### config.mk
export PLATFORM = sky130hd
export DESIGN_NAME = viterbi_decoder_k3_flat
export DESIGN_NICKNAME = d
export VERILOG_FILES = /design/src/rtl/viterbi_decoder_k3_if.sv /design/src/rtl/viterbi_decoder_k3.sv /design/src/flat_wrapper.sv
export SDC_FILE = /design/constraint.sdc
export NUM_CORES = 1
export LEC_CHECK = 0
export ABC_AREA = 1
export BUFFER_PORTS_ARGS = -buffer_cell sky130_fd_sc_hd__buf_2
export CAP_MARGIN = 20
export CORE_UTILIZATION = 55
export CTS_CLUSTER_DIAMETER = 100
export CTS_CLUSTER_SIZE = 20
export DETAILED_ROUTE_END_ITERATION = 8
export PLACE_DENSITY = 0.71
export SYNTH_ARGS = -nofsm -noshare
export SYNTH_HDL_FRONTEND = slang
export SYNTH_SLANG_ARGS = --single-unit
export TNS_END_PERCENT = 10
### constraint.sdc
create_clock -name clk -period 11.94 [get_ports clk]
set_input_delay 2.388 -clock clk [delete_from_list [all_inputs] [get_ports clk]]
set_output_delay 2.388 -clock clk [all_outputs]
set_load 0.05 [all_outputs]
### src/rtl/viterbi_decoder_k3_if.sv
// Symbol stream into the K=3 Viterbi decoder and the decoded bit stream out.
// The channel side drives the symbols; the decoder drives the decoded bit.
interface viterbi_decoder_k3_if;
  logic       enable;
  logic [1:0] d_in;
  logic       d_out;

  modport master (output enable, output d_in, input d_out);
  modport slave  (input enable, input d_in, output d_out);
endinterface

### src/rtl/viterbi_decoder_k3.sv
// Hard-decision Viterbi decoder for the rate-1/2 K=3 code (g0=111, g1=101).
// Register-exchange survivors; one symbol in and one decoded bit out per enabled clock.
module viterbi_decoder_k3 #(
  parameter int TB_DEPTH = 16,
  parameter int PM_W     = 8
) (
  input logic                clk,
  input logic                rst,
  viterbi_decoder_k3_if.slave bus
);

  localparam logic [PM_W-1:0] PM_INIT = PM_W'(2 ** (PM_W - 2));

  // Stored survivors drop their oldest bit: it is only ever needed one step
  // later, where it becomes bit TB_DEPTH-1 of the freshly extended path.
  logic [3:0][PM_W-1:0]     pm;
  logic [3:0][TB_DEPTH-2:0] sv;
  logic                     d_out_q;

  logic [3:0][PM_W-1:0]     cand0;
  logic [3:0][PM_W-1:0]     cand1;
  logic [3:0][PM_W-1:0]     raw_pm;
  logic [3:0][PM_W-1:0]     new_pm;
  logic [3:0][TB_DEPTH-1:0] new_sv;
  logic [3:0]               sel;
  logic [PM_W-1:0]          min_pm;
  logic [1:0]               best;

  function automatic logic [PM_W-1:0] branch_cand(
    input logic [PM_W-1:0] pm_val,
    input logic [1:0]      sym,
    input logic            b,
    input logic            s1,
    input logic            s0
  );
    logic [1:0]    diff;
    logic [PM_W:0] sum;
    diff = sym ^ {b ^ s1 ^ s0, b ^ s0};
    sum  = {1'b0, pm_val} + (PM_W+1)'(diff[1]) + (PM_W+1)'(diff[0]);
    return sum[PM_W] ? {PM_W{1'b1}} : sum[PM_W-1:0];
  endfunction

  // Next state {b,x} is reached from {x,0} or {x,1}; ties keep the s0=0 predecessor.
  always_comb begin
    for (int ns = 0; ns < 4; ns++) begin
      cand0[ns]  = branch_cand(pm[{ns[0], 1'b0}], bus.d_in, ns[1], ns[0], 1'b0);
      cand1[ns]  = branch_cand(pm[{ns[0], 1'b1}], bus.d_in, ns[1], ns[0], 1'b1);
      sel[ns]    = cand1[ns] < cand0[ns];
      raw_pm[ns] = sel[ns] ? cand1[ns] : cand0[ns];
      new_sv[ns] = {sv[{ns[0], sel[ns]}], ns[1]};
    end
  end

  always_comb begin
    min_pm = raw_pm[0];
    best   = 2'd0;
    for (int i = 1; i < 4; i++) begin
      if (raw_pm[i] < min_pm) begin
        min_pm = raw_pm[i];
        best   = 2'(i);
      end
    end
    for (int i = 0; i < 4; i++) begin
      new_pm[i] = raw_pm[i] - min_pm;
    end
  end

  always_ff @(posedge clk or negedge rst) begin
    if (!rst) begin
      pm      <= {{3{PM_INIT}}, {PM_W{1'b0}}};
      sv      <= '0;
      d_out_q <= 1'b0;
    end else if (bus.enable) begin
      pm <= new_pm;
      for (int i = 0; i < 4; i++) begin
        sv[i] <= new_sv[i][TB_DEPTH-2:0];
      end
      d_out_q <= new_sv[best][TB_DEPTH-1];
    end
  end

  assign bus.d_out = d_out_q;

endmodule

### src/flat_wrapper.sv
// flat-port wrapper written by rule: the top's interface ports become plain ports
module viterbi_decoder_k3_flat 
#(
  parameter int TB_DEPTH = 16,
  parameter int PM_W     = 8
)
  (clk, rst, bus_enable, bus_d_in, bus_d_out);
  viterbi_decoder_k3_if bus_i ();
  input logic clk;
  input logic rst;
  input wire logic [$bits(bus_i.enable)-1:0] bus_enable;
  input wire logic [$bits(bus_i.d_in)-1:0] bus_d_in;
  output wire logic [$bits(bus_i.d_out)-1:0] bus_d_out;
  assign bus_i.enable = bus_enable;
  assign bus_i.d_in = bus_d_in;
  assign bus_d_out = bus_i.d_out;
  viterbi_decoder_k3 #(.TB_DEPTH(TB_DEPTH), .PM_W(PM_W)) u_core (.clk(clk), .rst(rst), .bus(bus_i));
endmodule
==> results of run 1 <==
state kept, by name, summed over array words and instances (netlist names):
register,count
u_core.bus.d_out,1
u_core.pm,32
u_core.sv,55
layout make-up:
cell class              count  area (um2)
fillers                  1508        6120
multi-input cells        1013        5460
flip-flops and latches     88        2210
inverters                 176         661
well taps                 188         235
clock buffers              10         229
repair buffers             20         140
clock inverters             6        97.6
logic make-up after synthesis:
kind of cell | after synthesis | share of synthesized area, %
fa+ha+maj | 73 | 11.6
flops | 88 | 26.0
simple gates | 646 | 33.3
xor+xnor | 20 | 2.06
buf+inv | 214 | 9.80
mux | 1 | 0.133
compound gates | 273 | 17.1
metrics by stage:
step / instances / cell area, um2 / TNS [ns] / worst slack [ns]
after floorplan: 1315 / 8490 / 0 / 1.06
after global placement: 1485 / 8700 / 0 / 0.524
after detailed placement: 1485 / 8700 / 0 / 0.353
after CTS: 1501 / 9020 / 0 / 0.675
after global routing: 1501 / 9020 / -0.0476 / -0.0476
final: 1501 / 9020 / 0 / 0.798
synthesized netlist by cell type (6+ instances only):
master    number
nand2_1      355
o21ai_0      167
inv_1        162
nand3_1      107
nor2_1       102
dfrtp_1       85
a21oi_1       66
ha_1          63
clkbuf_1      27
nand2_2       22
nor3_1        14
inv_2         12
xor2_1        12
o21ai_1       11
fa_1          10
xnor2_1        8
nand2_4        7
or2_2          7
a211oi_1       6
nand4_1        6
nor2_4         6
path summary, 6_finish.rpt:
path / from / end
worst max-delay path: bus_d_in[0] / u_core.pm[30]$_DFFE_PN1P_
worst min-delay path: u_core.sv[45]$_DFFE_PN0P_ / u_core.sv[45]$_DFFE_PN0P_
worst max register to register: u_core.pm[0]$_DFFE_PN0P_ / u_core.pm[30]$_DFFE_PN1P_
worst min register to register: u_core.sv[45]$_DFFE_PN0P_ / u_core.sv[45]$_DFFE_PN0P_
max in group asynchronous: rst / u_core.sv[3]$_DFFE_PN0P_
min in group asynchronous: rst / u_core.pm[2]$_DFFE_PN0P_
per-layer routing:
layer | vias to the layer above | track usage, % | share of wire [%]
met4 | 0 | 10.1 | 2.1
met1 | 3813 | 43.6 | 47
li1 | 4269 | - | -
met3 | 41 | 5.31 | 7.1
met5 | - | 0 | 0
met2 | 264 | 48.2 | 44
placed cells by master, fill, tap and decap left out, types with 4 or more instances in the layout:
cell | netlist | layout
or2_2 | 7 | 7
xnor2_1 | 8 | 8
o22ai_1 | 4 | 4
clkbuf_16 | 0 | 9
nand2_4 | 7 | 7
xor2_1 | 12 | 12
nand4_1 | 6 | 6
o21ai_1 | 11 | 13
buf_4 | 0 | 16
inv_1 | 162 | 162
nand3_2 | 4 | 4
nand2_1 | 355 | 355
nor2_2 | 5 | 5
nand2_2 | 22 | 22
fa_1 | 10 | 10
buf_2 | 5 | 4
ha_1 | 63 | 63
nor2_1 | 102 | 102
o21ai_0 | 167 | 165
a21oi_1 | 66 | 66
inv_2 | 12 | 12
a211oi_1 | 6 | 6
nand3_1 | 107 | 107
nand3b_1 | 5 | 5
o21bai_1 | 5 | 5
dfrtp_1 | 85 | 85
nor2_4 | 6 | 6
nor3_1 | 14 | 14
==> metrics.csv, run 1 <==
metric,value,unit
status,completed,
Post-Syn Area,8490,um2
dominant cell type by area after synthesis,dfrtp_1,
fin util,59.6,%
f_max,0.0897,GHz
Row Count,45,
H-tree lvl count,3,
final WL,23400,um
quantity of I/O buffers inserted on ports,5,
Hold Path Cell Cnt,1,
DRT antenna net count,0,
"Top cell by count, worst path",inv_1,
RSZ-0062 raised after global routing,true,
Cells after Synth,1315,
top_reg_cell synth,dfrtp_1,
Die X,126,um
"Hold-fix buffers, CTS",0,
Starting Density,56.1,%
Post-synth EDFFs,0,
"Distinct cells, synth",45,
GRT Resource Usage Total,31.0,%
placed wire-length estimate,18200,um
clock tree from TritonCTS,built,
Final #Nets,1386,
I/O pin cnt,6,
gr ovfl total,0,
first-pass GRT wire length,38600,um
Post-CTS Repair Setup Buffers,0,
CP arrival,11.45,ns
die footprint,15900,um2
CTS buffer count,9,
vias per std cell,5.59,
Die Span Y,126,um
"Hold Vio Cnt, Final",0,
slowest CP cell,fa_1,
Worst path top cell family by delay,compound AO/OA/AOI/OAI gates,
Area Overhead vs Synth,6.25,%
Final Skew,0.00988,ns
post-synth net total,1393,
Buf/Inv on CP,12,
final setup fails,0,
crit share post-route,93.3,%
largest net degree at the start of global routing,82,
CP startpoint kind,input port,
synthesized area per cell,6.46,um2
RD Place Congestion,1.02,
R2R setup slack,2.88,ns
initial antenna violation count,0,
Slew @ Worst Pin,1.04,ns
sequential element share of the synthesized area,26.0,%
worst skew pair latency,0.36,ns
area of the core,15100,um2
critical path peak fanout,22,
ranking of synthesized cells by area,"dfrtp_1 (25%), nand2_1 (16%), o21ai_0 (9.8%)",
Levels on crit path,54,
max_slew headroom,29.9,%
#FFs+latches synth,88,
Antenna Cells,0,
Max-Cap Viols,0,
clock sink count,88,
vias in the first global route,7759,
"Clk pin slew, worst setup/hold paths",0.07,ns
Tmin final,11.14,ns
Detailed Routing Iterations Pass 1,6,
Worst Path Required,12.25,ns
via count,8387,
Synth async-reset ratio,100,%
post-synth top area share,25.0,%
share of layout cells above drive strength 1,8.07,%
CTS Root Cell,clkbuf_16,
Setup CP Type,in2reg,
R2R cell count,53,
Routed WL per cell,15.6,um
worst hold path type,reg2reg,
YS warnings,0,
deepest clock path buffer count,2,
worst hold margin,0.479,ns
Remaining DRCs,0,
post-cts sizing count,0,
"Slew Viols, Final",0,
initial DRC count,785,
"Largest stage delay, worst path",0.51,ns
Setup crit end kind,register,
Power of run 1 is left out: the tool's default activity adds up to more than one toggle a clock period on the data nets, which glitch-free logic cannot reach.
==> inputs of run 2 (changes only) <==
--- a/config.mk
+++ b/config.mk
@@ -8,6 +8,7 @@
 export ABC_AREA = 1
 export BUFFER_PORTS_ARGS = -buffer_cell sky130_fd_sc_hd__buf_2
 export CAP_MARGIN = 20
+export CORE_ASPECT_RATIO = 2
 export CORE_UTILIZATION = 55
 export CTS_CLUSTER_DIAMETER = 100
 export CTS_CLUSTER_SIZE = 20
==> run 2 against run 1 <==
Net effect:
- utilization is 1.1 points higher
- fmax hardly changed
- global-route usage is 5.5 points higher
- critical path depth is 5 lower
- critical path type unchanged
- critical endpoint is now u_core.pm[28]$_DFFE_PN0P_
==> metrics.csv, run 2 (synthesized netlist as in run 1, its figures left out) <==
metric,value,unit,change
status,completed,,unchanged
"Hold Vio Cnt, Final",0,,unchanged
Final Skew,0.0126,ns,was 0.00988 ns
CP startpoint kind,input port,,unchanged
Remaining DRCs,0,,unchanged
critical path peak fanout,22,,unchanged
RSZ-0062 raised after global routing,false,,was true
placed cell count,1504,,"was 1,485"
share of layout cells above drive strength 1,9.06,%,was 8.07%
I/O pin cnt,6,,unchanged
Final #Nets,1398,,"was 1,386"
grt met3 use,3.43,%,was 5.31%
DRT antenna net count,0,,unchanged
"commonest non-fill, non-tap cell in the layout",nand2_1,,unchanged
crit share post-route,93.3,%,about the same
Row Count,63,,was 45
most frequent cells in the layout,"nand2_1 (355), o21ai_0 (166), inv_1 (161)",,"was nand2_1 (355), o21ai_0 (165), inv_1 (162)"
deepest clock path buffer count,2,,unchanged
GRT Resource Usage Total,36.5,%,was 31.0%
CP arrival,11.35,ns,was 11.45 ns
Die Span Y,178,um,was 126 um
Die X,89.9,um,was 126 um
H-tree lvl count,3,,unchanged
Max-Cap Viols,0,,unchanged
"Slew Viols, Final",0,,unchanged
first-pass GRT wire length,43800,um,"was 38,600 um"
CTS Root Cell,clkbuf_16,,unchanged
Setup CP Type,in2reg,,unchanged
max FFs per register,55,,unchanged
Starting Density,56.7,%,was 56.1%
worst hold path type,reg2reg,,unchanged
RD Place Congestion,1.03,,was 1.02
Slew @ Worst Pin,0.951,ns,was 1.04 ns
worst skew pair latency,0.36,ns,about the same
vias per std cell,5.66,,was 5.59
Detailed Routing Iterations Pass 1,5,,was 6
placed wire-length estimate,22200,um,"was 18,200 um"
M2 GR Usage,68.6,%,was 48.2%
R2R setup slack,2.86,ns,was 2.88 ns
gr busiest metal,met2,,unchanged
final setup fails,0,,unchanged
CTS buffer count,9,,unchanged
slowest CP cell,fa_1,,unchanged
largest net degree at the start of global routing,92,,was 82
gr ovfl total,0,,unchanged
quantity of I/O buffers inserted on ports,5,,unchanged
setup_tns,0,ns,unchanged
"Largest stage delay, worst path",0.52,ns,was 0.51 ns
fin cells,1520,,"was 1,501"
Setup crit end kind,register,,unchanged
Area Overhead vs Synth,7.04,%,was 6.25%
clock sink count,88,,unchanged
clock tree from TritonCTS,built,,unchanged
via count,8601,,"was 8,387"
Antenna Cells,0,,unchanged
vias in the first global route,8620,,"was 7,759"
Tmin final,11.15,ns,was 11.14 ns
initial antenna violation count,0,,unchanged
Routed WL per cell,18.5,um,was 15.6 um
final setup margin,0.794,ns,was 0.798 ns
max_slew headroom,36.6,%,was 29.9%
Post-CTS Repair Setup Buffers,0,,unchanged
"Clk pin slew, worst setup/hold paths",0.07,ns,about the same
met1 GRT Util,33.0,%,was 43.6%
Post-Place Worst Slack,0.547,ns,was 0.353 ns
f_max,0.0897,GHz,about the same
area of the core,15000,um2,"was 15,100 um2"
Biggest register,u_core.sv,,unchanged
initial DRC count,407,,was 785
die footprint,16000,um2,"was 15,900 um2"
final WL,28100,um,"was 23,400 um"
Worst Path Required,12.15,ns,was 12.25 ns
[run 2: worst paths after layout]
path,endpoint,from,depth (start not counted)
worst max-delay path,u_core.pm[28]$_DFFE_PN0P_,bus_d_in[0],49
worst min register to register,u_core.sv[16]$_DFFE_PN0P_,u_core.sv[16]$_DFFE_PN0P_,2
worst min-delay path,u_core.sv[16]$_DFFE_PN0P_,u_core.sv[16]$_DFFE_PN0P_,2
max in group asynchronous,u_core.sv[7]$_DFFE_PN0P_,rst,2
worst max register to register,u_core.pm[28]$_DFFE_PN0P_,u_core.pm[16]$_DFFE_PN0P_,48
min in group asynchronous,u_core.sv[2]$_DFFE_PN0P_,rst,1
[run 2: worst max-delay path: cells and delay by family]
family	cells	cell delay, ns
AOI/OAI and AO/OA	15	2.87
xor gates and xnor gates	1	0.17
adders and majority gates	7	2.14
buffers and inverters	10	1.66
and+or+nand+nor	16	2.10
[run 2: repair_timing]
item,CTS,global route
resized for setup,0,2
hold buffers,0,0
setup endpoints to repair,0,3
hold endpoints to repair,0,0
[run 2: metal layers]
metal / wire length (um) / share of wire [%]
met5: 0 / 0
met3: 745 / 2.7
met1: 9560 / 34
met2: 14600 / 52
met4: 3180 / 11
[run 2: metrics by stage]
step                      instance area, um2  utilization [%]  hold WS [ns]
final                                   9090             60.7         0.472
after global routing                    9090             60.7         0.504
after CTS                               9090             60.7         0.473
after detailed placement                8800             58.7         0.454
after global placement                  8800             58.7         0.449
after floorplan                         8490                -         0.439
[run 2: cell type report]
| cell class | instances | area [um2] |
|---|---|---|
| fillers | 1531 | 5880 |
| flip-flops and latches | 88 | 2210 |
| inverters | 176 | 664 |
| repair buffers | 32 | 230 |
| clock inverters | 7 | 66.3 |
| multi-input cells | 1013 | 5460 |
| well taps | 195 | 244 |
| clock buffers | 9 | 225 |
Power of run 2 is left out for the same reason.
